<file path="config.mk">
export PLATFORM = sky130hd
export DESIGN_NAME = rng_share_arbiter_flat
export DESIGN_NICKNAME = d
export VERILOG_FILES = /design/src/rtl/rng_share_arbiter_pkg.sv /design/src/rtl/rng_share_arbiter_if.sv /design/src/rtl/rng_share_arbiter_lfsr.sv /design/src/rtl/rng_share_arbiter.sv /design/src/flat_wrapper.sv
export SDC_FILE = /design/constraint.sdc
export NUM_CORES = 1
export LEC_CHECK = 0
export CAP_MARGIN = 20
export CORE_MARGIN = 2
export CORE_UTILIZATION = 46
export DETAILED_ROUTE_END_ITERATION = 7
export HOLD_SLACK_MARGIN = 0.1
export PLACE_DENSITY = 0.83
export SYNTH_ARGS = -nofsm -noshare
export SYNTH_HDL_FRONTEND = slang
export SYNTH_SLANG_ARGS = --single-unit
</file>
<file path="constraint.sdc">
create_clock -name clk -period 1.6 [get_ports clk]
set_input_delay 0.24 -clock clk [delete_from_list [all_inputs] [get_ports clk]]
set_output_delay 0.24 -clock clk [all_outputs]
set_load 0.05 [all_outputs]
</file>
<file path="src/rtl/rng_share_arbiter_pkg.sv">
// Shared types and constants for the rng_share_arbiter random-source block.
package rng_pkg;

    localparam int LFSR_W = 23;
    localparam int WORD_W = 8;
    localparam logic [LFSR_W-1:0] ZERO_SEED_SUB = 23'h1;

    typedef enum logic [1:0] {
        SEED   = 2'd0,
        WARMUP = 2'd1,
        SERVE  = 2'd2
    } rng_state_e;

    // An all-zero Fibonacci LFSR never leaves zero, so swap in a live seed.
    function automatic logic [LFSR_W-1:0] seed_guard(input logic [LFSR_W-1:0] v);
        return (v == '0) ? ZERO_SEED_SUB : v;
    endfunction

endpackage

</file>
<file path="src/rtl/rng_share_arbiter_if.sv">
// Requester-side bus of the shared random source: seed/reseed/req in, word + owner out.
interface rng_share_arbiter_if #(
    parameter int NUM_REQ = 4
);
    import rng_pkg::*;

    logic [LFSR_W-1:0]  seed;
    logic               reseed;
    logic [NUM_REQ-1:0] req;
    logic [WORD_W-1:0]  rnd_data;
    logic [NUM_REQ-1:0] rnd_vld;
    logic               rng_ready;

    modport master (
        output seed, reseed, req,
        input  rnd_data, rnd_vld, rng_ready
    );

    modport slave (
        input  seed, reseed, req,
        output rnd_data, rnd_vld, rng_ready
    );

endinterface

</file>
<file path="src/rtl/rng_share_arbiter_lfsr.sv">
// 23-bit Fibonacci LFSR holding register plus its combinational 8-bit output word.
module rng_lfsr23_step
    import rng_pkg::*;
(
    input  logic              clk,
    input  logic              rst,
    input  logic              load,
    input  logic [LFSR_W-1:0] load_val,
    input  logic              step,
    output logic [LFSR_W-1:0] state,
    output logic [WORD_W-1:0] w
);

    logic [LFSR_W-1:0] s_q;

    always_comb begin
        w    = '0;
        w[7] = s_q[22] ^ s_q[1];
        w[6] = s_q[21] ^ s_q[0];
        w[5] = s_q[20] ^ w[7];
        w[4] = s_q[19] ^ w[6];
        w[3] = s_q[18] ^ w[5];
        w[2] = s_q[17] ^ w[4];
        w[1] = s_q[16] ^ w[3];
        w[0] = s_q[15] ^ w[2];
    end

    always_ff @(posedge clk or posedge rst) begin
        if (rst) begin
            s_q <= '0;
        end else if (load) begin
            s_q <= load_val;
        end else if (step) begin
            s_q <= {s_q[LFSR_W-2:0], w[7]};
        end
    end

    assign state = s_q;

endmodule

</file>
<file path="src/rtl/rng_share_arbiter.sv">
// One LFSR shared round-robin between NUM_REQ workers: seed, warm-up discard, serve.
// Optional draw counter output enabled with `define RNG_DRAW_COUNT_EN.
module rng_share_arbiter
    import rng_pkg::*;
#(
    parameter int NUM_REQ = 4,
    parameter int WARMUP  = 0
) (
    input  logic        clk,
    input  logic        rst,
    rng_share_arbiter_if.slave bus
`ifdef RNG_DRAW_COUNT_EN
    ,
    output logic [31:0] draw_cnt
`endif
);

    localparam int PTR_W = $clog2(NUM_REQ);
    localparam logic [1:0] ST_SEED   = SEED;
    localparam logic [1:0] ST_WARMUP = WARMUP_ST_VAL();
    localparam logic [1:0] ST_SERVE  = SERVE;
    localparam logic [7:0] WARM_LAST = (WARMUP > 0) ? 8'(WARMUP - 1) : 8'd0;

    function automatic logic [1:0] WARMUP_ST_VAL();
        return rng_pkg::WARMUP;
    endfunction

    logic [1:0]         state_q, state_d;
    logic [PTR_W-1:0]   ptr_q, ptr_d;
    logic [7:0]         wcnt_q, wcnt_d;
    logic [WORD_W-1:0]  data_q, data_d;
    logic [NUM_REQ-1:0] vld_q, vld_d;

    logic [LFSR_W-1:0]  lfsr_s;
    logic [WORD_W-1:0]  lfsr_w;
    logic               found;
    logic [PTR_W-1:0]   win;
    logic               grant;
    logic               warm_step;

    rng_lfsr23_step u_lfsr (
        .clk      (clk),
        .rst      (rst),
        .load     (state_q == ST_SEED),
        .load_val (seed_guard(bus.seed)),
        .step     (grant || warm_step),
        .state    (lfsr_s),
        .w        (lfsr_w)
    );

    // Round-robin search: first requester at or after ptr, wrapping.
    always_comb begin
        found = 1'b0;
        win   = '0;
        for (int i = 0; i < NUM_REQ; i++) begin
            if (!found && bus.req[(int'(ptr_q) + i) % NUM_REQ]) begin
                found = 1'b1;
                win   = PTR_W'((int'(ptr_q) + i) % NUM_REQ);
            end
        end
    end

    // A dead (all-zero) source never hands out a word; reseed beats any request.
    assign grant     = (state_q == ST_SERVE) && !bus.reseed && found && (|lfsr_s);
    assign warm_step = (state_q == ST_WARMUP) && !bus.reseed;

    always_comb begin
        state_d = state_q;
        ptr_d   = ptr_q;
        wcnt_d  = wcnt_q;
        data_d  = data_q;
        vld_d   = '0;
        if (bus.reseed) begin
            state_d = ST_SEED;
            wcnt_d  = '0;
        end else begin
            case (state_q)
                ST_SEED: begin
                    state_d = (WARMUP > 0) ? ST_WARMUP : ST_SERVE;
                    wcnt_d  = '0;
                end
                ST_WARMUP: begin
                    if (wcnt_q == WARM_LAST) begin
                        state_d = ST_SERVE;
                        wcnt_d  = '0;
                    end else begin
                        wcnt_d = wcnt_q + 8'd1;
                    end
                end
                ST_SERVE: begin
                    if (grant) begin
                        data_d = lfsr_w;
                        vld_d  = NUM_REQ'(1) << win;
                        ptr_d  = (int'(win) == NUM_REQ - 1) ? '0 : win + 1'b1;
                    end
                end
                default: state_d = ST_SEED;
            endcase
        end
    end

    always_ff @(posedge clk or posedge rst) begin
        if (rst) begin
            state_q <= ST_SEED;
            ptr_q   <= '0;
            wcnt_q  <= '0;
            data_q  <= 8'hFF;
            vld_q   <= '0;
        end else begin
            state_q <= state_d;
            ptr_q   <= ptr_d;
            wcnt_q  <= wcnt_d;
            data_q  <= data_d;
            vld_q   <= vld_d;
        end
    end

    assign bus.rnd_data  = data_q;
    assign bus.rnd_vld   = vld_q;
    assign bus.rng_ready = (state_q == ST_SERVE);

`ifdef RNG_DRAW_COUNT_EN
    logic [31:0] draw_cnt_q;

    always_ff @(posedge clk or posedge rst) begin
        if (rst) begin
            draw_cnt_q <= '0;
        end else if (state_d == ST_SEED) begin
            draw_cnt_q <= '0;
        end else if (grant) begin
            draw_cnt_q <= draw_cnt_q + 32'd1;
        end
    end

    assign draw_cnt = draw_cnt_q;
`endif

endmodule

</file>
<file path="src/flat_wrapper.sv">
// flat-port wrapper written by rule: the top's interface ports become plain ports
module rng_share_arbiter_flat import rng_pkg::*;
#(
    parameter int NUM_REQ = 4,
    parameter int WARMUP  = 0
)
  (clk, rst, bus_seed, bus_reseed, bus_req, bus_rnd_data, bus_rnd_vld, bus_rng_ready);
  rng_share_arbiter_if #(.NUM_REQ(NUM_REQ)) bus_i ();
  input  logic clk;
  input  logic rst;
  input wire logic [$bits(bus_i.seed)-1:0] bus_seed;
  input wire logic [$bits(bus_i.reseed)-1:0] bus_reseed;
  input wire logic [$bits(bus_i.req)-1:0] bus_req;
  output wire logic [$bits(bus_i.rnd_data)-1:0] bus_rnd_data;
  output wire logic [$bits(bus_i.rnd_vld)-1:0] bus_rnd_vld;
  output wire logic [$bits(bus_i.rng_ready)-1:0] bus_rng_ready;
  assign bus_i.seed = bus_seed;
  assign bus_i.reseed = bus_reseed;
  assign bus_i.req = bus_req;
  assign bus_rnd_data = bus_i.rnd_data;
  assign bus_rnd_vld = bus_i.rnd_vld;
  assign bus_rng_ready = bus_i.rng_ready;
  rng_share_arbiter #(.NUM_REQ(NUM_REQ), .WARMUP(WARMUP)) u_core (.clk(clk), .rst(rst), .bus(bus_i));
endmodule
</file>
==> results of run 1 <==
cells in the final DEF (no fill, tap or decap), types with 4 or more instances in the layout:
master,n
nor4_1,6
mux2_2,10
inv_1,10
mux2i_1,4
nor4_2,5
buf_4,29
clkdlybuf4s50_1,24
buf_6,4
nand2_1,8
clkbuf_8,6
dfstp_2,8
mux2_4,33
dfrtp_1,28
buf_12,12
kinds of logic (layout without fill, tap and decap cells):
| kind of cell | after synthesis | in the layout |
|---|---|---|
| flip-flops | 38 | 38 |
| multiplexers | 50 | 50 |
| AND/OR/NAND/NOR | 36 | 36 |
| buffers and inverters | 19 | 96 |
| AO/OA/AOI/OAI | 11 | 11 |
| adder cells (fa/ha/maj) | 4 | 4 |
| XOR/XNOR | 8 | 8 |
through the flow:
step | power [mW] | cells | instance area [um2] | utilization | TNS, ps
after detailed placement | 3.258 | 280 | 2925 | 0.6319 | -13660
after CTS | 4.021 | 291 | 3102 | 0.6700 | -356.3
after global placement | 3.212 | 280 | 2925 | 0.6319 | -12200
final | 4.230 | 297 | 3248 | 0.7016 | -666.8
after floorplan | 2.436 | 166 | 2183 | - | -1784
after global routing | 4.427 | 297 | 3248 | 0.7016 | -1654
area by class of cell:
type	count	share of cell area
multi-input cells	109	0.3802
repair buffers	76	0.2585
inverters	12	0.01464
clock inverters	2	0.003852
flip-flops and latches	38	0.2966
clock buffers	6	0.02542
well taps	54	0.02080
timing repair:
| item | CTS | global route |
|---|---|---|
| cloned | 1 | 1 |
| setup endpoints to repair | 32 | 36 |
| setup buffers | 2 | 5 |
| resized for setup | 16 | 26 |
| endpoints found under the hold margin | 0 | 0 |
| pin swaps | 7 | 10 |
power by group through the flow:
stage	clock (mW)	sequential, mW	combinational, mW
final	0.719	1.47	2.04
after global routing	0.769	1.49	2.16
after CTS	0.732	1.45	1.83
after detailed placement	0	1.46	1.80
after global placement	0	1.46	1.75
after floorplan	0	1.80	0.637
worst register-to-register path: stages, from the launching register on:
cell and delay, ps:
dfrtp_2 410, mux2i_2 260, nor2_2 90, nor4_4 290, ha_1 280, mux2_4 260
final timing paths:
| path | from | to | depth (start not counted) |
|---|---|---|---|
| setup / recovery | u_core.ptr_q[1] | u_core.ptr_q[1] | 5 |
| hold / removal | bus_reseed | u_core.state_q[1] | 2 |
| setup reg to reg | u_core.ptr_q[1] | u_core.ptr_q[1] | 5 |
| hold reg to reg | u_core.bus.rnd_data[3] | u_core.bus.rnd_data[3] | 2 |
| max in group asynchronous | rst | u_core.bus.rnd_data[7] | 3 |
| min in group asynchronous | rst | u_core.u_lfsr.state[5] | 3 |
routing by layer:
metal	wire length, um	vias up	global-route usage
met5	0	-	0
met4	97	0	0.07407
met3	220	9	0.05801
met2	2801	39	0.3384
met1	2247	812	0.2555
li1	-	740	-
registers in the layout, indices dropped and copies added (netlist names):
signal / count
u_core.u_lfsr.state: 23
u_core.bus.rnd_data: 8
u_core.bus.rnd_vld: 4
u_core.ptr_q: 2
u_core.state_q: 1
==> impl_results.md, run 1 <==
- TritonCTS clock tree: built
- Post-Syn Nets: 200
- GRT Total Usage: 0.2046
- Sink Count: 38
- Die width: 72.76 um
- Leak: 1.467 nW
- Post-synthesis sequential area ratio: 0.4419
- Simple-gate portion of the synthesized area: 0.1013
- Count of final setup violators: 14
- Post-route ant nets: 0
- Slew margin rel.: 0.7795
- Hold_buf cts: 0
- Vias in the first global route: 1682
- CP startpoint kind: register
- Worst Tran Pin Value: 328.2 ps
- Routability congestion estimate: 0.7765
- WHS: 280.6 ps
- CP peak stage delay: 410 ps
- Diode count: 0
- DPL Wire Length: 3.450 mm
- Sequential power share: 0.347
- Int Power: 2.710 mW
- Outcome: complete, but fails checks
- Top_reg_cell synth: dfrtp_1
- Clock Power Share: 0.170
- Failing checks: negative setup slack
- Switching part of the total power: 0.3594
- Total number of vias: 1600
- Initial Util: 0.4697
- Cell row count: 25
- Die ar.: 5293 um2
- Switching pwr: 1.520 mW
- Final period util: 1.064
- MaxCap Viol Count: 0
- Compound-cell area share of the yosys netlist: 0.03510
- Async SR Flop Fraction: 1.000
- Pins over their slew limit: 0
- Post-synthesis register bit count: 38
- Max VDD drop: 952.9 uV
- Post-synth EDFFs: 0
- Synth unique cells: 29
- Final Hold Fails: 0
- Post-synth top cells: 32 x mux2_4, 30 x dfrtp_1, 12 x inv_1, 12 x nor4_1, 11 x mux2_2
- Hold/Removal Path Class: input pin to register
- Comb pwr share: 0.483
- CP cell instances: mux2i_2 -> nor2_2 -> nor4_4 -> ha_1 -> mux2_4
- Clk_lat worst skew: 300 ps
- Synth Instances: 166
- CTS root buf: clkbuf_8
- Final WL: 5.366 mm
- Dominant cell type by area after synthesis: dfrtp_1
- Number of buffers created by CTS: 5
- Class of the most critical setup path: register to register
- Largest net degree at the start of global routing: 39
- Total Nets Final: 276
- Reg area: 963.4 um2
- Yosys top cell area share: 0.3452
- Die Span Y: 72.76 um
- Grt total ovfl: 0
- Antenna violations before repair: 0
- FF-to-FF setup slack: -100 ps
- Pwr Density: 1302 nW/um2
- Worst Setup End Kind: register
- Layout cells sized above 1: 0.5514
- Worst Path Max Fanout: 4
- Avg Vias per Cell: 5.387
- Max stage delay cell, worst path: dfrtp_2
- Clock Pin Slew Worst Setup and Hold Paths: 80 ps
- Synth top area cells: dfrtp_1 35%, mux2_4 22%, dfstp_2 9.7%
- Drt first-iter violations: 89
- Post-Synthesis Cell Area: 2175 um2
- WL/cell: 18.07 um
- Htree depth: 2
- DR DRC count: 0
- CP Data Required Time: 1790 ps
- Clock Skew: 3.963 ps
- Top-count cell post-synth: mux2_4
- Fmax achieved: 587.6 MHz
- Worst path top cell family by delay: multiplexers
- Post-Synth XOR/XNOR Area: 0.04488
- Tmin final: 1702 ps
- Data arrival time of the worst path: 1900 ps
- Critical path buffers and inverters: 0
- IO buf count: 42
- Unrepaired setup endpoints after global routing: true
- Pre-CTS setup slack: -494.5 ps
- CTS Buffer Depth: 2
- Core area: 4629 um2
- Adder-cell share of the synthesized area: 0.02301
- Global-route wire length before repair: 8.059 mm
- Worst setup margin: -101.8 ps
- Drt first pass iters: 4
- Syn-to-layout area delta: 49.37%
- Top-level I/O count: 43
- Mux contribution to synthesized area: 0.3101
- Combinational family with the most area after synthesis: multiplexers
- Area taken by multi-input logic gates: 1235 um2
- Fillers: 291
- Syn avg cell area: 13.10 um2
- Yosys warns: 0
(Power assumes the default switching activity.)
==> run 2: changes to the inputs <==
Settings changed: CORE_UTILIZATION 46 to 50, PLACE_DENSITY 0.83 to 0.86.
Clock period 1.6 ns to 1.7 ns, I/O delays scaled along.
==> run 2 against run 1 <==
The run still ends with negative setup slack left. Critical endpoint unchanged. Via count shrank 4.3%. Non-clock buffer count is 12 lower. Clock skew up 6.5 ps. Largest cell class unchanged.
==> impl_results.md, run 2 (synthesis gave the netlist of run 1 again) <==
- Worst Path Max Fanout: 7 (+3)
- Post-layout instance count excluding filler cells: 281 (-5.4%)
- TritonCTS clock tree: built
- Max FFs per register: 23 (unchanged)
- Final instance area: 3038 um2 (-6.5%)
- Class of the most critical setup path: register to register
- Clock Skew: 10.43 ps (+6.469 ps)
- Top-level I/O count: 43 (unchanged)
- Hold/Removal Path Class: input pin to asynchronous set/reset pin
- CP Data Required Time: 1890 ps (+100 ps)
- Pwr Density: 1237 nW/um2 (-5.0%)
- Sink Count: 38 (unchanged)
- Final period util: 1.045 (-0.01843)
- Final WL: 5.061 mm (-5.7%)
- Failing checks: negative setup slack
- Drt first-iter violations: 100 (+12%)
- Syn-to-layout area delta: 39.70%
- Post-route ant nets: 0 (unchanged)
- Fmax achieved: 562.8 MHz (-4.2%)
- Pins over their slew limit: 0 (unchanged)
- Cell row count: 23 (-8.0%)
- Pre-CTS setup slack: -454.7 ps (+39.80 ps)
- Max VDD drop: 1175 uV (+23%)
- Worst Tran Pin Value: 381.1 ps (+52.85 ps)
- Slew margin rel.: 0.7436 (-0.03593)
- Most frequent cells in the layout: 33 x mux2_4, 28 x dfrtp_1, 25 x clkdlybuf4s50_1
- CTS Buffer Depth: 2 (unchanged)
- Outcome: complete, but fails checks
- Htree depth: 2 (unchanged)
- Worst setup margin: -76.82 ps (+24.97 ps)
- Power, Total: 3.758 mW (-11%)
- Avg Vias per Cell: 5.448 (+1.1%)
- Antenna violations before repair: 0 (unchanged)
- DPL Wire Length: 3.297 mm (-4.5%)
- Core area: 4086 um2 (-12%)
- Total Nets Final: 264 (-4.3%)
- CTS root buf: clkbuf_8
- Worst Setup End Kind: register
- Largest net degree at the start of global routing: 39 (unchanged)
- Die width: 69.95 um (-3.9%)
- MaxCap Viol Count: 0 (unchanged)
- Worst reg2reg path depth: 5 (unchanged)
- Die Span Y: 69.95 um (-3.9%)
- Data arrival time of the worst path: 1970 ps (+70 ps)
- FF-to-FF setup slack: -80 ps (+20 ps)
- CP startpoint kind: register
- Die ar.: 4893 um2 (-7.6%)
- DR DRC count: 0 (unchanged)
- Critical R2R Launch: u_core.u_lfsr.state[4]
- IO buf count: 42 (unchanged)
- GRT Total Usage: 0.1952 (-0.009378)
- Routability congestion estimate: 0.8283 (+6.7%)
- Initial Util: 0.5321 (+0.06242)
- Count of final setup violators: 14 (unchanged)
- Clk_lat worst skew: 300 ps (about the same)
- Leak: 1.377 nW (-6.1%)
- Drt first pass iters: 5 (+1)
- Grt total ovfl: 0 (unchanged)
- Layout cells sized above 1: 0.4719 (-0.07958)
- WL/cell: 18.01 um (-0.31%)
- Vias in the first global route: 1580 (-6.1%)
- Final Hold Fails: 0 (unchanged)
- Inst Count DP: 270 (-3.6%)
- TNS Setup: -572.5 ps (+94.29 ps)
- Number of buffers created by CTS: 5 (unchanged)
- Global-route wire length before repair: 7.534 mm (-6.5%)
- Commonest non-fill, non-tap cell in the layout: mux2_4
- Diode count: 0 (unchanged)
- Clock Pin Slew Worst Setup and Hold Paths: 80 ps (about the same)
- Tmin final: 1777 ps (+75.03 ps)
- Cell Area, Placed: 2819 um2 (-3.6%)
- R2R Path End: u_core.ptr_q[1]
- Unrepaired setup endpoints after global routing: true
- Total number of vias: 1531 (-4.3%)
[run 2: cell types whose count changed in the layout (fill, tap and decap cells not counted), moves of 2 or more]
cell,before,now
buf_12,12,8
buf_4,29,23
dlygate4sd2_1,2,4
mux2i_1,4,7
mux2i_2,3,0
nor4_1,6,10
nor4_2,5,2
[run 2: per-stage QoR]
step | hold WS, ps | utilization
after global routing | 338.3 | 0.7434
after detailed placement | 460.4 | 0.6898
after floorplan | 310.7 | -
after CTS | 321.0 | 0.7131
after global placement | 456.7 | 0.6898
final | 301.6 | 0.7434
[run 2: routing by layer]
layer | GRT usage | vias up | part of all wire
met4 | 0.07051 | 0 | 0.020
met3 | 0.04762 | 14 | 0.049
li1 | - | 717 | -
met2 | 0.3132 | 45 | 0.51
met1 | 0.2572 | 755 | 0.42
met5 | 0 | - | 0
[run 2: what timing repair did]
item                                    4_1_cts  5_1_grt
setup buffers                                 0        2
cloned                                        0        1
resized for setup                             6       18
endpoints found under the setup margin       21       14
pin swaps                                     1        8
hold buffers                                  0        0
[run 2: worst max path at each step]
stage                           startpoint                       to  slack (ps)  depth (start not counted)
floorplan                u_core.state_q[1]  u_core.u_lfsr.state[18]         -20                          4
global placement                bus_req[0]  u_core.u_lfsr.state[20]        -400                          6
detailed placement              bus_req[0]  u_core.u_lfsr.state[20]        -450                          6
CTS                 u_core.u_lfsr.state[3]    u_core.bus.rnd_vld[1]          20                          6
global route        u_core.u_lfsr.state[4]          u_core.ptr_q[1]        -140                          5
finish              u_core.u_lfsr.state[4]          u_core.ptr_q[1]         -80                          5
[run 2: area by class of cell]
type                            instances  area [um2]
Multi-Input combinational cell        109        1190
Sequential cell                        38       963.4
Clock inverter                          2       12.51
Tap cell                               50       62.56
Timing Repair Buffer                   64       676.9
Fill cell                             258        1049
Inverter                               12       50.05
Clock buffer                            6       82.58
[run 2: power by group]
group,leakage (nW),internal (mW),switching (mW)
Sequential,0.440,1.17,0.196
Combinational,0.890,0.886,0.842
Clock,0.0472,0.326,0.335
Total,1.38,2.38,1.37
[run 2: worst max-delay path: stages (launching register included)]
cell,delay (ps)
dfrtp_1,420
nor4_2,360
nand4_1,180
o21a_2,270
buf_12,150
mux2_4,290
